`src/rtl/ad_capture_ctrl_if.sv`:
```
// Pin- and buffer-side signal bundle of the dual-channel ADC capture controller.
// The controller connects through the master modport; the ADC/PLL/RAM side sees slave.
interface ad_capture_ctrl_if #(
   parameter int DATA_W = 10,
   parameter int ADDR_W = 10,
   parameter int OTR_W  = 16
);
   logic                pll_lock;
   logic                start;
   logic                abort;
   logic [1:0]          trig_mode;
   logic [DATA_W-1:0]   trig_level;
   logic [DATA_W-1:0]   ad_data1;
   logic [DATA_W-1:0]   ad_data2;
   logic                OTR1;
   logic                OTR2;
   logic                ad_oe_n;
   logic                wr_en;
   logic [ADDR_W-1:0]   wr_addr;
   logic [2*DATA_W-1:0] wr_data;
   logic                busy;
   logic                done;
   logic                lock_err;
   logic [OTR_W-1:0]    otr_cnt;

   modport master (
      input  pll_lock, start, abort, trig_mode, trig_level,
      input  ad_data1, ad_data2, OTR1, OTR2,
      output ad_oe_n, wr_en, wr_addr, wr_data, busy, done, lock_err, otr_cnt
   );

   modport slave (
      output pll_lock, start, abort, trig_mode, trig_level,
      output ad_data1, ad_data2, OTR1, OTR2,
      input  ad_oe_n, wr_en, wr_addr, wr_data, busy, done, lock_err, otr_cnt
   );
endinterface

```
`src/rtl/ad_capture_ctrl.sv`:
```
// Dual-channel ADC capture sequencer: PLL-lock gating of the ADC output enables,
// arm/trigger on channel 1, then CAP_LEN paired {ch2,ch1} writes into the buffer.
module ad_capture_ctrl #(
   parameter int DATA_W    = 10,
   parameter int ADDR_W    = 10,
   parameter int CAP_LEN   = 1024,
   parameter int LOCK_WAIT = 255,
   parameter int OTR_W     = 16
) (
   input  logic              clk_20M,
   input  logic              rst_n,
   ad_capture_ctrl_if.master bus
);

   localparam int LCNT_W = (LOCK_WAIT < 2) ? 1 : $clog2(LOCK_WAIT);
   localparam logic [LCNT_W-1:0] LOCK_LAST = LCNT_W'(LOCK_WAIT - 1);
   localparam logic [ADDR_W-1:0] ADDR_LAST = ADDR_W'(CAP_LEN - 1);

   typedef enum logic [2:0] {
      S_WAIT_LOCK,
      S_IDLE,
      S_ARMED,
      S_CAPTURE,
      S_DONE
   } state_t;

   state_t                state_q, state_d;
   logic [LCNT_W-1:0]     lock_cnt_q, lock_cnt_d;
   logic                  oe_n_q, oe_n_d;
   logic                  wr_en_q, wr_en_d;
   logic [ADDR_W-1:0]     wr_addr_q, wr_addr_d;
   logic [2*DATA_W-1:0]   wr_data_q, wr_data_d;
   logic                  done_q, done_d;
   logic                  lock_err_q, lock_err_d;
   logic [OTR_W-1:0]      otr_cnt_q, otr_cnt_d;
   logic                  lock_meta_q, lock_sync_q;
   logic                  vld_p1_q;
   logic [DATA_W-1:0]     s1_ch1_q, s1_ch2_q, p1_ch1_q;
   logic                  s1_otr_q;
   logic                  trig_hit_w;

   function automatic logic [OTR_W-1:0] sat_inc(input logic [OTR_W-1:0] v);
      return (&v) ? v : v + 1'b1;
   endfunction

   function automatic logic trig_eval(input logic [1:0]        mode,
                                      input logic              prev_vld,
                                      input logic [DATA_W-1:0] lvl,
                                      input logic [DATA_W-1:0] prev,
                                      input logic [DATA_W-1:0] cur);
      logic hit;
      case (mode)
         2'd1:    hit = prev_vld && (prev < lvl) && (lvl <= cur);
         2'd2:    hit = prev_vld && (prev >= lvl) && (lvl > cur);
         default: hit = 1'b1;
      endcase
      return hit;
   endfunction

   // Stage s1: raw pin capture; stage p1: previous s1 channel-1 sample
   always_ff @(posedge clk_20M) begin
      s1_ch1_q <= bus.ad_data1;
      s1_ch2_q <= bus.ad_data2;
      s1_otr_q <= bus.OTR1 | bus.OTR2;
      p1_ch1_q <= s1_ch1_q;
   end

   always_ff @(posedge clk_20M or negedge rst_n) begin
      if (!rst_n) begin
         lock_meta_q <= 1'b0;
         lock_sync_q <= 1'b0;
      end else begin
         lock_meta_q <= bus.pll_lock;
         lock_sync_q <= lock_meta_q;
      end
   end

   // p1 only holds an armed-period sample after one full ARMED cycle
   assign trig_hit_w = trig_eval(bus.trig_mode, vld_p1_q, bus.trig_level, p1_ch1_q, s1_ch1_q);

   always_comb begin
      state_d    = state_q;
      lock_cnt_d = lock_cnt_q;
      oe_n_d     = oe_n_q;
      wr_en_d    = 1'b0;
      wr_addr_d  = wr_addr_q;
      wr_data_d  = wr_data_q;
      done_d     = done_q;
      lock_err_d = lock_err_q;
      otr_cnt_d  = otr_cnt_q;
      if ((state_q != S_WAIT_LOCK) && !lock_sync_q) begin
         state_d    = S_WAIT_LOCK;
         oe_n_d     = 1'b1;
         lock_cnt_d = '0;
         done_d     = 1'b0;
         if ((state_q == S_ARMED) || (state_q == S_CAPTURE)) lock_err_d = 1'b1;
      end else begin
         case (state_q)
            S_WAIT_LOCK: begin
               if (!lock_sync_q) begin
                  lock_cnt_d = '0;
               end else if (lock_cnt_q == LOCK_LAST) begin
                  state_d    = S_IDLE;
                  oe_n_d     = 1'b0;
                  lock_cnt_d = '0;
               end else begin
                  lock_cnt_d = lock_cnt_q + 1'b1;
               end
            end
            S_IDLE, S_DONE: begin
               if (bus.start && !bus.abort) begin
                  state_d    = S_ARMED;
                  done_d     = 1'b0;
                  lock_err_d = 1'b0;
                  otr_cnt_d  = '0;
               end
            end
            S_ARMED: begin
               if (bus.abort) begin
                  state_d = S_IDLE;
               end else if (trig_hit_w) begin
                  state_d   = S_CAPTURE;
                  wr_en_d   = 1'b1;
                  wr_addr_d = '0;
                  wr_data_d = {s1_ch2_q, s1_ch1_q};
                  if (s1_otr_q) otr_cnt_d = sat_inc(otr_cnt_q);
               end
            end
            S_CAPTURE: begin
               if (bus.abort) begin
                  state_d = S_IDLE;
               end else if (wr_addr_q == ADDR_LAST) begin
                  state_d = S_DONE;
                  done_d  = 1'b1;
               end else begin
                  wr_en_d   = 1'b1;
                  wr_addr_d = wr_addr_q + 1'b1;
                  wr_data_d = {s1_ch2_q, s1_ch1_q};
                  if (s1_otr_q) otr_cnt_d = sat_inc(otr_cnt_q);
               end
            end
            default: state_d = S_WAIT_LOCK;
         endcase
      end
   end

   always_ff @(posedge clk_20M or negedge rst_n) begin
      if (!rst_n) begin
         state_q    <= S_WAIT_LOCK;
         lock_cnt_q <= '0;
         oe_n_q     <= 1'b1;
         wr_en_q    <= 1'b0;
         wr_addr_q  <= '0;
         wr_data_q  <= '0;
         done_q     <= 1'b0;
         lock_err_q <= 1'b0;
         otr_cnt_q  <= '0;
         vld_p1_q   <= 1'b0;
      end else begin
         state_q    <= state_d;
         lock_cnt_q <= lock_cnt_d;
         oe_n_q     <= oe_n_d;
         wr_en_q    <= wr_en_d;
         wr_addr_q  <= wr_addr_d;
         wr_data_q  <= wr_data_d;
         done_q     <= done_d;
         lock_err_q <= lock_err_d;
         otr_cnt_q  <= otr_cnt_d;
         vld_p1_q   <= (state_q == S_ARMED);
      end
   end

   assign bus.ad_oe_n  = oe_n_q;
   assign bus.wr_en    = wr_en_q;
   assign bus.wr_addr  = wr_addr_q;
   assign bus.wr_data  = wr_data_q;
   assign bus.busy     = (state_q == S_ARMED) || (state_q == S_CAPTURE);
   assign bus.done     = done_q;
   assign bus.lock_err = lock_err_q;
   assign bus.otr_cnt  = otr_cnt_q;

endmodule

```
`src/flat_wrapper.sv`:
```
// flat-port wrapper written by rule: the top's interface ports become plain ports
module ad_capture_ctrl_flat 
#(
   parameter int DATA_W    = 10,
   parameter int ADDR_W    = 10,
   parameter int CAP_LEN   = 1024,
   parameter int LOCK_WAIT = 255,
   parameter int OTR_W     = 16
)
  (clk_20M, rst_n, bus_pll_lock, bus_start, bus_abort, bus_trig_mode, bus_trig_level, bus_ad_data1, bus_ad_data2, bus_OTR1, bus_OTR2, bus_ad_oe_n, bus_wr_en, bus_wr_addr, bus_wr_data, bus_busy, bus_done, bus_lock_err, bus_otr_cnt);
  ad_capture_ctrl_if #(.DATA_W(DATA_W), .ADDR_W(ADDR_W), .OTR_W(OTR_W)) bus_i ();
  input  logic clk_20M;
  input  logic rst_n;
  input wire logic [$bits(bus_i.pll_lock)-1:0] bus_pll_lock;
  input wire logic [$bits(bus_i.start)-1:0] bus_start;
  input wire logic [$bits(bus_i.abort)-1:0] bus_abort;
  input wire logic [$bits(bus_i.trig_mode)-1:0] bus_trig_mode;
  input wire logic [$bits(bus_i.trig_level)-1:0] bus_trig_level;
  input wire logic [$bits(bus_i.ad_data1)-1:0] bus_ad_data1;
  input wire logic [$bits(bus_i.ad_data2)-1:0] bus_ad_data2;
  input wire logic [$bits(bus_i.OTR1)-1:0] bus_OTR1;
  input wire logic [$bits(bus_i.OTR2)-1:0] bus_OTR2;
  output wire logic [$bits(bus_i.ad_oe_n)-1:0] bus_ad_oe_n;
  output wire logic [$bits(bus_i.wr_en)-1:0] bus_wr_en;
  output wire logic [$bits(bus_i.wr_addr)-1:0] bus_wr_addr;
  output wire logic [$bits(bus_i.wr_data)-1:0] bus_wr_data;
  output wire logic [$bits(bus_i.busy)-1:0] bus_busy;
  output wire logic [$bits(bus_i.done)-1:0] bus_done;
  output wire logic [$bits(bus_i.lock_err)-1:0] bus_lock_err;
  output wire logic [$bits(bus_i.otr_cnt)-1:0] bus_otr_cnt;
  assign bus_i.pll_lock = bus_pll_lock;
  assign bus_i.start = bus_start;
  assign bus_i.abort = bus_abort;
  assign bus_i.trig_mode = bus_trig_mode;
  assign bus_i.trig_level = bus_trig_level;
  assign bus_i.ad_data1 = bus_ad_data1;
  assign bus_i.ad_data2 = bus_ad_data2;
  assign bus_i.OTR1 = bus_OTR1;
  assign bus_i.OTR2 = bus_OTR2;
  assign bus_ad_oe_n = bus_i.ad_oe_n;
  assign bus_wr_en = bus_i.wr_en;
  assign bus_wr_addr = bus_i.wr_addr;
  assign bus_wr_data = bus_i.wr_data;
  assign bus_busy = bus_i.busy;
  assign bus_done = bus_i.done;
  assign bus_lock_err = bus_i.lock_err;
  assign bus_otr_cnt = bus_i.otr_cnt;
  ad_capture_ctrl #(.DATA_W(DATA_W), .ADDR_W(ADDR_W), .CAP_LEN(CAP_LEN), .LOCK_WAIT(LOCK_WAIT), .OTR_W(OTR_W)) u_core (.clk_20M(clk_20M), .rst_n(rst_n), .bus(bus_i));
endmodule
```
`config.mk`:
```
export PLATFORM = sky130hd
export DESIGN_NAME = ad_capture_ctrl_flat
export DESIGN_NICKNAME = d
export VERILOG_FILES = /design/src/rtl/ad_capture_ctrl_if.sv /design/src/rtl/ad_capture_ctrl.sv /design/src/flat_wrapper.sv
export SDC_FILE = /design/constraint.sdc
export NUM_CORES = 1
export LEC_CHECK = 0
export BUFFER_PORTS_ARGS = -buffer_cell sky130_fd_sc_hd__buf_2
export CELL_PAD_IN_SITES_DETAIL_PLACEMENT = 0
export CELL_PAD_IN_SITES_GLOBAL_PLACEMENT = 2
export CORE_AREA = 5 5 134 136
export DETAILED_ROUTE_END_ITERATION = 7
export DIE_AREA = 0 0 139 141
export PLACE_DENSITY_LB_ADDON = 0.1
export SETUP_SLACK_MARGIN = 0.2
export SLEW_MARGIN = 20
export SYNTH_ARGS = -nofsm -noshare
export SYNTH_HDL_FRONTEND = slang
export SYNTH_SLANG_ARGS = --single-unit
```
`constraint.sdc`:
```
create_clock -name clk_20M -period 5.8 [get_ports clk_20M]
set_input_delay 0.29 -clock clk_20M [delete_from_list [all_inputs] [get_ports clk_20M]]
set_output_delay 0.29 -clock clk_20M [all_outputs]
set_load 0.03 [all_outputs]
```
==> results.tsv <==
stage	metric	value	unit
outcome	status	complete, no violations	
power	p_int	1.02	mW
timing	tns	0	ns
clocking	htree_levels	3	
logic_synthesis	ys_warn_count	0	
logic_synthesis	synth_ff_type	dfrtp_1	
clocking	cts_buffers	9	
critical_path	worstReg2RegEnd	u_core.state_q[0]	
clocking	clkTransAtPathRegs	0.08	ns
route	drc	0	
global_route	grt.overflow.total	0	
timing	rsz0062_at_grt	no	
power	pwr-share-seq	49.1	%
logic_synthesis	synth_fp_nets	525	
timing	hold_viol	0	
logic_synthesis	seq_area_frac_synth	48.6	%
clocking	postCtsSetupBuffers	0	
critical_path	reg2reg_setup_slack	2.35	ns
critical_path	endpoint_kind	register	
clocking	cts.repair.resized	0	
timing	fin_crit	3.45	ns
clocking	cts_max_path_buffers	2	
finish	syn_to_final_growth	21.8	%
hold_path	hold_path_depth	1	
power	p_switching	0.374	mW
die	die_x	139	um
die	die_area	19600	um^2
die	die_y	141	um
critical_path	critPathKind	register to register	
route	wl_per_cell	15.9	um
power	combPwrFrac	7.1	%
finish	drive_gt1_share	25.0	%
finish	insertedDiodeCount	0	
timing	slew_violations	0	
timing	slew_headroom	36.7	%
route	ant_nets	0	
logic_synthesis	synth_top_cell_by_area	dfrtp_1	
global_route	antenna_found_initial	0	
placement	routabilityCongestion	0.763	
die	core	16800	um^2
finish	nFillCells	1796	
global_route	grt_pass1_vias	3898	
power	finalPower	1.39	mW
clocking	hold_buffers	0	
power	p_leak	2.62	nW
logic_synthesis	synth.distinct_cells	56	
hold_path	min_to	u_core.s1_ch2_q[6]	
finish	multi_input_area	2170	um^2
route	first_pass_iters	4	
finish	regArea	2220	um^2
timing	fmax	290	MHz
critical_path	cp.required	6.03	ns
route	via_per_inst	4.87	
global_route	grt_usage	13.0	%
finish	fin_nets	614	
timing	fin_crit_sh	59.5	%
power	p_clk_share	43.8	%
clocking	cts_tree	done	
logic_synthesis	yosysTopAreaCellShare	34.4	%
critical_path	r2r-start	u_core.state_q[0]	
timing	worstMarginPinSlew	0.942	ns
clocking	root_buffer	clkbuf_16	
placement	place.port_buffers	89	
timing	setup_violations	0	
power	power.density	250	nW/um^2
critical_path	critPathLaunchType	register	
clocking	numClockSinks	95	
timing	fin_skew	0.00823	ns
clocking	clk_latency	0.35	ns
hold_path	hp-class	primary input to register	
power	swShare	26.8	%
logic_synthesis	synth_area_leaders	dfrtp_1 (34%), dfxtp_1 (14%), ha_1 (7.9%), o21ai_0 (4.4%), nand2_1 (3.4%)	
global_route	grt_max_degree	65	
logic_synthesis	mappedNetlistArea	4580	um^2
power	irDropWorstVdd	0.141	mV
global_route	grt_pass1_wl	20600	um
critical_path	crit_arrival	3.69	ns
logic_synthesis	synth-edff-count	0	
logic_synthesis	async_flop_share	67.4	%
placement	dpl.hpwl	8850	um
critical_path	worst_r2r_path_depth	8	
job	maxCapViolCount	0	
critical_path	cp_max_fo	16	
logic_synthesis	syn_avg_cell_area	10.0	um^2
logic_synthesis	ys_ff_latch	95	
route	vias	3779	
die	start_util	27.2	%
die	top_level_ports	90	
logic_synthesis	synth_cells	457	
die	num_rows	48	
route	totalWireLength	12300	um
hold_path	hp-start	bus_ad_data2[6]	
route	drt_iter0_drc	175	
==> layout make-up <==
| cell class | count | share of cell area, % |
|---|---|---|
| Sequential cell | 95 | 39.9 |
| Clock buffer | 9 | 4.04 |
| Clock inverter | 7 | 1.46 |
| Timing Repair Buffer | 93 | 8.53 |
| Inverter | 32 | 2.20 |
| Tap cell | 225 | 5.05 |
| Multi-Input combinational cell | 315 | 38.8 |
==> how the worst max path moves through the flow <==
stage                                   from                     end  slack (ns)
after floorplan           u_core.s1_ch1_q[5]   u_core.bus.wr_data[0]        3.21
after global placement     bus_trig_level[5]  u_core.bus.wr_data[17]        2.30
after detailed placement   bus_trig_level[5]  u_core.bus.wr_data[10]        2.24
after CTS                  u_core.state_q[0]       u_core.state_q[0]        2.32
after global routing       u_core.state_q[0]       u_core.state_q[0]        2.08
final                      u_core.state_q[0]       u_core.state_q[0]        2.35
==> worst max-delay path, cell delays in order, from the launching register on <==
cell and delay, ns:
dfrtp_1 0.56, or3_1 0.48, ha_1 0.29, nor2_1 0.21
nand2_1 0.43, nor3_1 0.91, a211o_1 0.26, o21ai_0 0.11
o41ai_1 0.10
==> routing by layer <==
metal	routed length [um]	up-vias	GRT usage (%)	share of wire [%]
met4	150	0	3.81	1.2
met3	554	8	3.46	4.5
li1	-	1859	-	-
met1	5590	1829	16.5	45
met5	0	-	0	0
met2	6040	83	21.9	49
==> power groups by stage <==
stage | Sequential, mW | Combinational (mW) | Clock (mW)
CTS | 0.685 | 0.102 | 0.640
global placement | 0.699 | 0.101 | 0
detailed placement | 0.699 | 0.101 | 0
global route | 0.687 | 0.116 | 0.664
floorplan | 0.700 | 0.0534 | 0
finish | 0.685 | 0.0989 | 0.610
==> layout by cell type (no fill, tap or decap), types with 5 or more instances in the layout <==
cell type	n
dfxtp_1	31
o21a_1	6
a32o_1	5
a32oi_1	7
nand2b_1	6
nor3_1	12
dfrtp_1	63
nor2_1	25
o21ai_0	40
and3_1	10
nand2_1	41
mux2_2	10
a21oi_1	19
ha_1	29
buf_2	89
nand4_1	12
inv_1	31
nand3_1	15
clkbuf_16	9
nor4_1	6
==> per-stage QoR <==
step / instances / hold WS [ns] / util, % / worst slack [ns] / area [um^2]
2_1_floorplan: 457 / -0.00559 / - / 3.21 / 4580
3_3_place_gp: 760 / 0.343 / 31.3 / 2.30 / 5270
3_5_place_dp: 760 / 0.336 / 31.3 / 2.24 / 5270
4_1_cts: 776 / 0.0151 / 33.2 / 2.32 / 5580
5_1_grt: 776 / 0.00985 / 33.2 / 2.08 / 5580
6_report: 776 / 0.0314 / 33.2 / 2.35 / 5580
==> sequential cells by signal, indices dropped and copies added (netlist names) <==
name / count
u_core.bus.ad_oe_n: 1
u_core.bus.done: 1
u_core.bus.lock_err: 1
u_core.bus.otr_cnt: 16
u_core.bus.wr_addr: 10
u_core.bus.wr_data: 20
u_core.bus.wr_en: 1
u_core.lock_cnt_q: 8
u_core.lock_meta_q: 1
u_core.lock_sync_q: 1
u_core.p1_ch1_q: 10
u_core.s1_ch1_q: 10
u_core.s1_ch2_q: 10
u_core.s1_otr_q: 1
u_core.state_q: 3
u_core.vld_p1_q: 1
==> logic make-up (layout without fill, tap and decap cells) <==
family | Yosys count | after routing | share of synthesized area, %
DFF | 95 | 95 | 48.6
buffers and inverters | 47 | 141 | 4.40
muxes | 13 | 13 | 3.33
adders and majority gates | 29 | 29 | 7.93
AOI/OAI and AO/OA | 114 | 114 | 17.2
xor gates and xnor gates | 3 | 3 | 0.574
and+or+nand+nor | 156 | 156 | 18.0
==> cell usage after synthesis (all sizes together) (5+ instances only) <==
cell type	n
dfrtp	63
o21ai	43
nand2	41
inv	32
dfxtp	31
ha	29
nor2	25
a21oi	19
nand3	16
clkbuf	12
mux2	12
nand4	12
nor3	12
and3	10
a32oi	7
nand2b	6
nor4	6
o21a	6
a211oi	5
a32o	5
Power figures use the tool's default switching activity.
